### src/rtl/blinkt_frame_sched_pkg.sv
`default_nettype none
// +-------------------------------------------------------------------+
// | blinkt_pkg : shared states, frame words and pixel packing helper  |
// | Revision   : 1.0                                                  |
// +-------------------------------------------------------------------+
package blinkt_pkg;

  localparam logic [1:0] ST_IDLE  = 2'd0;
  localparam logic [1:0] ST_START = 2'd1;
  localparam logic [1:0] ST_PIXEL = 2'd2;
  localparam logic [1:0] ST_END   = 2'd3;

  localparam logic [31:0] START_WORD = 32'h0000_0000;
  localparam logic [31:0] END_WORD   = 32'hFFFF_FFFF;
  localparam logic [2:0]  LED_HDR    = 3'b111;

  typedef struct packed {
    logic [2:0] rsvd;
    logic [4:0] bri;
    logic [7:0] blue;
    logic [7:0] green;
    logic [7:0] red;
  } pixel_t;

  function automatic logic [31:0] pack_pixel(input logic [4:0] bri, input logic [7:0] b,
                                             input logic [7:0] g, input logic [7:0] r);
    return {LED_HDR, bri, b, g, r};
  endfunction

endpackage
`default_nettype wire

### src/rtl/blinkt_frame_sched_if.sv
`default_nettype none
// +-------------------------------------------------------------------+
// | blinkt_frame_sched_if : AXIS word channel towards the LED shifter |
// | Revision              : 1.0                                       |
// +-------------------------------------------------------------------+
interface blinkt_frame_sched_if;
  logic [31:0] m_axis_data;
  logic        m_axis_tvalid;
  logic        m_axis_tready;

  modport master (output m_axis_data, output m_axis_tvalid, input m_axis_tready);
  modport slave  (input m_axis_data, input m_axis_tvalid, output m_axis_tready);
endinterface
`default_nettype wire

### src/rtl/blinkt_frame_sched_refresh_timer.sv
`default_nettype none
// +-------------------------------------------------------------------+
// | blinkt_refresh_timer : free-running divider, one-cycle expiry     |
// | Revision             : 1.0                                        |
// +-------------------------------------------------------------------+
module blinkt_refresh_timer #(
  parameter int unsigned REFRESH_DIV = 1_000_000
) (
  input  logic i_clk,
  input  logic i_reset_n,
  input  logic i_en,
  output logic o_expire
);

  localparam int unsigned CNT_W  = (REFRESH_DIV > 1) ? $clog2(REFRESH_DIV) : 1;
  localparam logic [CNT_W-1:0] LAST = CNT_W'((REFRESH_DIV == 0) ? 0 : REFRESH_DIV - 1);
  localparam logic       ENABLED = (REFRESH_DIV != 0);

  logic [CNT_W-1:0] count_q, count_d;
  logic             active;

  assign active   = i_en & ENABLED;
  assign o_expire = active && (count_q == LAST);

  // Counter sits at zero whenever the timer is not running.
  always_comb begin
    count_d = '0;
    if (active && !o_expire) count_d = count_q + 1'b1;
  end

  always_ff @(posedge i_clk or negedge i_reset_n) begin
    if (!i_reset_n) count_q <= '0;
    else            count_q <= count_d;
  end

endmodule
`default_nettype wire

### src/rtl/blinkt_frame_sched.sv
`default_nettype none
// +-------------------------------------------------------------------+
// | blinkt_frame_sched : double-buffered APA102 frame sequencer (AXIS)|
// | Revision           : 1.0                                          |
// +-------------------------------------------------------------------+
module blinkt_frame_sched
  import blinkt_pkg::*;
#(
  parameter  int unsigned NUM_LEDS    = 8,
  parameter  int unsigned REFRESH_DIV = 1_000_000,
  parameter  int unsigned END_WORDS   = 1,
  localparam int unsigned ADDR_W      = (NUM_LEDS > 1) ? $clog2(NUM_LEDS) : 1
) (
  input  logic              i_clk,
  input  logic              i_reset_n,
  input  logic              i_wr_en,
  input  logic [ADDR_W-1:0] i_wr_addr,
  input  logic [31:0]       i_wr_data,
  input  logic              i_refresh,
  input  logic              i_auto_en,
  blinkt_frame_sched_if.master m_axis,
  output logic              o_busy,
  output logic              o_frame_done
);

  localparam int unsigned CNT_W = (END_WORDS > 1) ? $clog2(END_WORDS) : 1;

  logic [1:0]        state_q, state_d;
  logic [ADDR_W-1:0] idx_q, idx_d;
  logic [CNT_W-1:0]  cnt_q, cnt_d;
  logic              pend_q, pend_d;
  logic              tvalid_q, tvalid_d;
  logic              busy_q, busy_d;
  logic              done_q, done_d;
  pixel_t            pend_bank_q [NUM_LEDS];
  pixel_t            pend_bank_d [NUM_LEDS];
  pixel_t            act_bank_q  [NUM_LEDS];
  pixel_t            act_bank_d  [NUM_LEDS];

  logic        timer_expire;
  logic        handshake;
  logic        refresh_req;
  logic [31:0] data_w;
  pixel_t      cur_pix;

  blinkt_refresh_timer #(
    .REFRESH_DIV (REFRESH_DIV)
  ) u_timer (
    .i_clk     (i_clk),
    .i_reset_n (i_reset_n),
    .i_en      (i_auto_en),
    .o_expire  (timer_expire)
  );

  assign handshake   = tvalid_q & m_axis.m_axis_tready;
  assign refresh_req = pend_q | i_refresh | timer_expire;

  always_comb begin
    state_d     = state_q;
    idx_d       = idx_q;
    cnt_d       = cnt_q;
    tvalid_d    = tvalid_q;
    busy_d      = busy_q;
    done_d      = 1'b0;
    pend_d      = pend_q | i_refresh | timer_expire;
    pend_bank_d = pend_bank_q;
    act_bank_d  = act_bank_q;

    if (i_wr_en && (32'(i_wr_addr) < NUM_LEDS))
      pend_bank_d[i_wr_addr] = pixel_t'(i_wr_data);

    case (state_q)
      ST_IDLE: begin
        // Snapshot uses the registered pending bank, so a same-cycle write waits a frame.
        if (refresh_req) begin
          act_bank_d = pend_bank_q;
          pend_d     = 1'b0;
          state_d    = ST_START;
          tvalid_d   = 1'b1;
          busy_d     = 1'b1;
        end
      end
      ST_START: begin
        if (handshake) begin
          state_d = ST_PIXEL;
          idx_d   = '0;
        end
      end
      ST_PIXEL: begin
        if (handshake) begin
          if (idx_q == ADDR_W'(NUM_LEDS - 1)) begin
            state_d = ST_END;
            cnt_d   = '0;
          end else begin
            idx_d = idx_q + 1'b1;
          end
        end
      end
      ST_END: begin
        if (handshake) begin
          if (cnt_q == CNT_W'(END_WORDS - 1)) begin
            state_d  = ST_IDLE;
            tvalid_d = 1'b0;
            busy_d   = 1'b0;
            done_d   = 1'b1;
          end else begin
            cnt_d = cnt_q + 1'b1;
          end
        end
      end
      default: begin
        state_d  = ST_IDLE;
        tvalid_d = 1'b0;
        busy_d   = 1'b0;
      end
    endcase
  end

  // Output word is a pure function of held state, so it cannot move during a stall.
  always_comb begin
    cur_pix = act_bank_q[idx_q];
    data_w  = START_WORD;
    case (state_q)
      ST_PIXEL: data_w = pack_pixel(cur_pix.bri, cur_pix.blue, cur_pix.green, cur_pix.red);
      ST_END:   data_w = END_WORD;
      default:  data_w = START_WORD;
    endcase
  end

  always_ff @(posedge i_clk or negedge i_reset_n) begin
    if (!i_reset_n) begin
      state_q  <= ST_IDLE;
      idx_q    <= '0;
      cnt_q    <= '0;
      pend_q   <= 1'b0;
      tvalid_q <= 1'b0;
      busy_q   <= 1'b0;
      done_q   <= 1'b0;
      for (int i = 0; i < int'(NUM_LEDS); i++) begin
        pend_bank_q[i] <= '0;
        act_bank_q[i]  <= '0;
      end
    end else begin
      state_q     <= state_d;
      idx_q       <= idx_d;
      cnt_q       <= cnt_d;
      pend_q      <= pend_d;
      tvalid_q    <= tvalid_d;
      busy_q      <= busy_d;
      done_q      <= done_d;
      pend_bank_q <= pend_bank_d;
      act_bank_q  <= act_bank_d;
    end
  end

  assign m_axis.m_axis_data   = data_w;
  assign m_axis.m_axis_tvalid = tvalid_q;
  assign o_busy               = busy_q;
  assign o_frame_done         = done_q;

endmodule
`default_nettype wire

### src/flat_wrapper.sv
// flat-port wrapper written by rule: the top's interface ports become plain ports
module blinkt_frame_sched_flat import blinkt_pkg::*;
#(
  parameter  int unsigned NUM_LEDS    = 8,
  parameter  int unsigned REFRESH_DIV = 1_000_000,
  parameter  int unsigned END_WORDS   = 1,
  localparam int unsigned ADDR_W      = (NUM_LEDS > 1) ? $clog2(NUM_LEDS) : 1
)
  (i_clk, i_reset_n, i_wr_en, i_wr_addr, i_wr_data, i_refresh, i_auto_en, o_busy, o_frame_done, m_axis_m_axis_data, m_axis_m_axis_tvalid, m_axis_m_axis_tready);
  blinkt_frame_sched_if m_axis_i ();
  input  logic i_clk;
  input  logic i_reset_n;
  input  logic i_wr_en;
  input  logic [ADDR_W-1:0] i_wr_addr;
  input  logic [31:0] i_wr_data;
  input  logic i_refresh;
  input  logic i_auto_en;
  output logic o_busy;
  output logic o_frame_done;
  output wire logic [$bits(m_axis_i.m_axis_data)-1:0] m_axis_m_axis_data;
  output wire logic [$bits(m_axis_i.m_axis_tvalid)-1:0] m_axis_m_axis_tvalid;
  input wire logic [$bits(m_axis_i.m_axis_tready)-1:0] m_axis_m_axis_tready;
  assign m_axis_m_axis_data = m_axis_i.m_axis_data;
  assign m_axis_m_axis_tvalid = m_axis_i.m_axis_tvalid;
  assign m_axis_i.m_axis_tready = m_axis_m_axis_tready;
  blinkt_frame_sched #(.NUM_LEDS(NUM_LEDS), .REFRESH_DIV(REFRESH_DIV), .END_WORDS(END_WORDS)) u_core (.i_clk(i_clk), .i_reset_n(i_reset_n), .i_wr_en(i_wr_en), .i_wr_addr(i_wr_addr), .i_wr_data(i_wr_data), .i_refresh(i_refresh), .i_auto_en(i_auto_en), .m_axis(m_axis_i), .o_busy(o_busy), .o_frame_done(o_frame_done));
endmodule
### config.mk
export PLATFORM = sky130hd
export DESIGN_NAME = blinkt_frame_sched_flat
export DESIGN_NICKNAME = d
export VERILOG_FILES = /design/src/rtl/blinkt_frame_sched_pkg.sv /design/src/rtl/blinkt_frame_sched_if.sv /design/src/rtl/blinkt_frame_sched_refresh_timer.sv /design/src/rtl/blinkt_frame_sched.sv /design/src/flat_wrapper.sv
export SDC_FILE = /design/constraint.sdc
export NUM_CORES = 1
export LEC_CHECK = 0
export BUFFER_PORTS_ARGS = -buffer_cell sky130_fd_sc_hd__buf_4
export CAP_MARGIN = 20
export CORE_ASPECT_RATIO = 1.75
export CORE_UTILIZATION = 62
export DETAILED_ROUTE_END_ITERATION = 16
export GPL_TIMING_DRIVEN = 0
export PLACE_DENSITY = 0.9
export SYNTH_ARGS = -nofsm -noshare
export SYNTH_HDL_FRONTEND = slang
export SYNTH_SLANG_ARGS = --single-unit
### constraint.sdc
create_clock -name i_clk -period 2.3 [get_ports i_clk]
set_input_delay 0.69 -clock i_clk [delete_from_list [all_inputs] [get_ports i_clk]]
set_output_delay 0.69 -clock i_clk [all_outputs]
set_load 0.01 [all_outputs]
==> impl_metrics.json <==
{
  "firstDrtPassIters": 5,
  "critPathKind": "reg -> out",
  "reg2reg_slack_ns": -0.36,
  "ios": 76,
  "worstReg2RegEnd": "u_core.act_bank_q[246]",
  "grt_setup_unrepaired": "true",
  "cp_slowest_cell": "mux4_2",
  "internal_power_mw": 26.4,
  "p_per_area_nw_per_um2": 1540,
  "critPathMaxFanout": 10,
  "grt_pass1_vias": 14800,
  "synthCells": 1272,
  "fin_crit_ns": 3.13,
  "crit_family": "multiplexers",
  "antenna_found_initial": 0,
  "grt_max_degree": 123,
  "start_kind": "flop",
  "critPathRequiredTime_ns": 1.61,
  "syn_area_sq_um": 20600,
  "grt.met2_usage_pct": 63.6,
  "comb_power_share_pct": 45.6,
  "clockBufferDepth": 3,
  "placed_cells": 1754,
  "placed_cell_area_sq_um": 21800,
  "switchingPower_mw": 13.3,
  "synth_seq_cells": 492,
  "dieHeight_um": 243,
  "globalRoute.totalOverflow": 0,
  "gp_congestion": 0.805,
  "fin_area_sq_um": 25700,
  "grt_busiest_layer": "met2",
  "slew_headroom_pct": 4.48,
  "instances_no_fill": 1894,
  "slowest_delay_ns": 0.57,
  "cts_buffers": 42,
  "synth.distinct_cells": 43,
  "syn_to_final_growth_pct": 25.0,
  "hold_slack_ns": 0.0806,
  "crit_arrival_ns": 2.44,
  "swShare_pct": 33.5,
  "multi_input_area_sq_um": 8720,
  "cts_tree": "yes",
  "rows": 88,
  "skew_ns": 0.0156,
  "violations": "setup timing",
  "final.fill_count": 1475,
  "start_util_pct": 62.8,
  "drc": 0,
  "setup_viol": 285,
  "grtUsageTotal_pct": 40.6,
  "dp.final_hpwl_um": 30700,
  "wl_um": 68800,
  "met1_usage_pct": 46.8,
  "r2r-start": "u_core.state_q[1]",
  "synth_fp_nets": 1320,
  "die_area_sq_um": 34000,
  "drt_iter0_drc": 1265,
  "port_buffers": 72,
  "drv_cap": 0,
  "synth_ff_type": "dfrtp_1",
  "drv_slew": 0,
  "cts_sinks": 492,
  "status": "complete, but fails checks",
  "ys_warn_count": 0,
  "peakVddDrop_v": 0.000845,
  "power.share.sequential_pct": 35.7,
  "core_sq_um": 32800,
  "final_cell_mix": "487 x dfrtp_1, 234 x mux2_2, 232 x mux2_4, 87 x buf_4, 58 x mux4_2",
  "ys_seq_area_share_pct": 59.8,
  "wl_per_cell_um": 36.3,
  "hold_violations": 0,
  "die_w_um": 140,
  "power_mw": 39.6,
  "synth_edf_count": 0,
  "syn_area_per_cell_sq_um": 16.2,
  "routed_via_density": 7.06,
  "fin_nets": 1509,
  "min_period_over_period_pct": 136,
  "crit_chain": "buf_12 -> buf_8 -> mux4_2 -> mux2i_1 -> o21ai_0 -> buf_4",
  "root_buffer": "clkbuf_16",
  "end_kind": "output port",
  "leakage_nw": 11.5,
  "antenna_cells": 0,
  "vias": 13400,
  "fmax_ghz": 0.319,
  "reg2reg_depth": 12,
  "timing.final.ws_setup_ns": -0.834,
  "clk_pin_slew_worst_paths_ns": 0.07,
  "layout.cells.most_common": "dfrtp_1",
  "grt_use_met3_pct": 10.9,
  "synthArstFlopShare_pct": 100,
  "crit_buf_inv": 3,
  "grt_pass1_wl_um": 98700,
  "clock_power_share_pct": 18.7,
  "worstMarginPinSlew_ns": 1.43,
  "htree_levels": 2,
  "drive_above_1_share_pct": 55.1,
  "ant_nets": 0,
  "hold_class": "in -> async",
  "clk_latency_ns": 0.56,
  "seq_area_sq_um": 12300
}
## through the flow
step / TNS, ns / utilization, % / worst slack [ns]
global placement: -2123.62 / 66.0 / -4.23
floorplan: 0 / - / 0.0367
global route: -91.77 / 78.5 / -0.837
CTS: -69.10 / 78.6 / -0.687
finish: -80.43 / 78.5 / -0.834
detailed placement: -125.21 / 66.4 / -0.865
## synthesized netlist by cell type, types with 5 or more instances
library cell    n  area (sq um)
mux2i_1        29           290
clkbuf_1       32           120
buf_6           9           101
dfrtp_1       492         12300
nand3_1        11          55.1
buf_8          10           150
mux2_2        307          3460
mux2_1        159          1790
xnor2_1         5          43.8
buf_2          12          60.1
nand2_1        13          48.8
xor2_1         13           114
o21ai_0        32           160
buf_1           5          18.8
buf_4           9          67.6
nor2_1         26          97.6
ha_1            7          87.6
mux4_2         58          1310
## final cells by class
cell class	count	area share, %
multi-input combinational	698	33.9
timing repair buffer	154	7.67
clock inverter	7	0.442
tap	405	1.97
clock buffer	65	4.89
buffer	69	3.19
sequential	492	47.8
inverter	4	0.117
## logic make-up after synthesis
family | after synthesis | share of synthesized area (%)
flip-flops | 492 | 59.8
AND/OR/NAND/NOR | 77 | 2.00
multiplexers | 553 | 33.2
XOR/XNOR | 18 | 0.765
AO/OA/AOI/OAI | 43 | 1.15
adder cells (fa/ha/maj) | 7 | 0.425
buffers and inverters | 82 | 2.68
## layer usage
metal	up-vias	wire length, um
met3	415	6360
met1	6972	22800
li1	4995	-
met5	-	0
met2	984	32900
met4	0	6640
## state kept, by name, summed over array words and instances (netlist names)
name / flops
u_core.pend_q: 1
u_core.state_q: 2
u_core.act_bank_q: 232
u_core.idx_q: 3
u_core.u_timer.count_q: 20
u_core.pend_bank_q: 232
u_core.m_axis.m_axis_tvalid: 1
u_core.o_frame_done: 1
## power groups by stage
stage                     registers (mW)  logic [mW]  clock network [mW]
final                               14.1        18.1                7.41
after global routing                14.2        18.5                7.69
after CTS                           13.5        17.1                7.22
after detailed placement            13.4        10.7                   0
after global placement              13.2        10.3                   0
after floorplan                     12.8        7.51                   0
## worst max-delay path by stage
stage                               start                       to  slack, ns  cells past startpoint
after global routing      u_core.idx_q[0]   m_axis_m_axis_data[19]      -0.84                      6
after floorplan           u_core.idx_q[0]   m_axis_m_axis_data[15]       0.04                      5
final                     u_core.idx_q[0]   m_axis_m_axis_data[19]      -0.83                      6
after detailed placement  u_core.idx_q[1]   m_axis_m_axis_data[15]      -0.86                      6
after global placement          i_reset_n  u_core.pend_bank_q[162]      -4.23                      1
after CTS                 u_core.idx_q[0]    m_axis_m_axis_data[3]      -0.69                      6
## what timing repair did
| item | CTS | global route |
|---|---|---|
| setup endpoints to repair | 295 | 370 |
| buffers inserted | 48 | 23 |
| gates cloned | 29 | 2 |
| pin swaps | 3 | 5 |
| hold buffers | 0 | 0 |
| gates resized for setup | 375 | 123 |
Note: power is estimated with default switching activity, not from simulation.
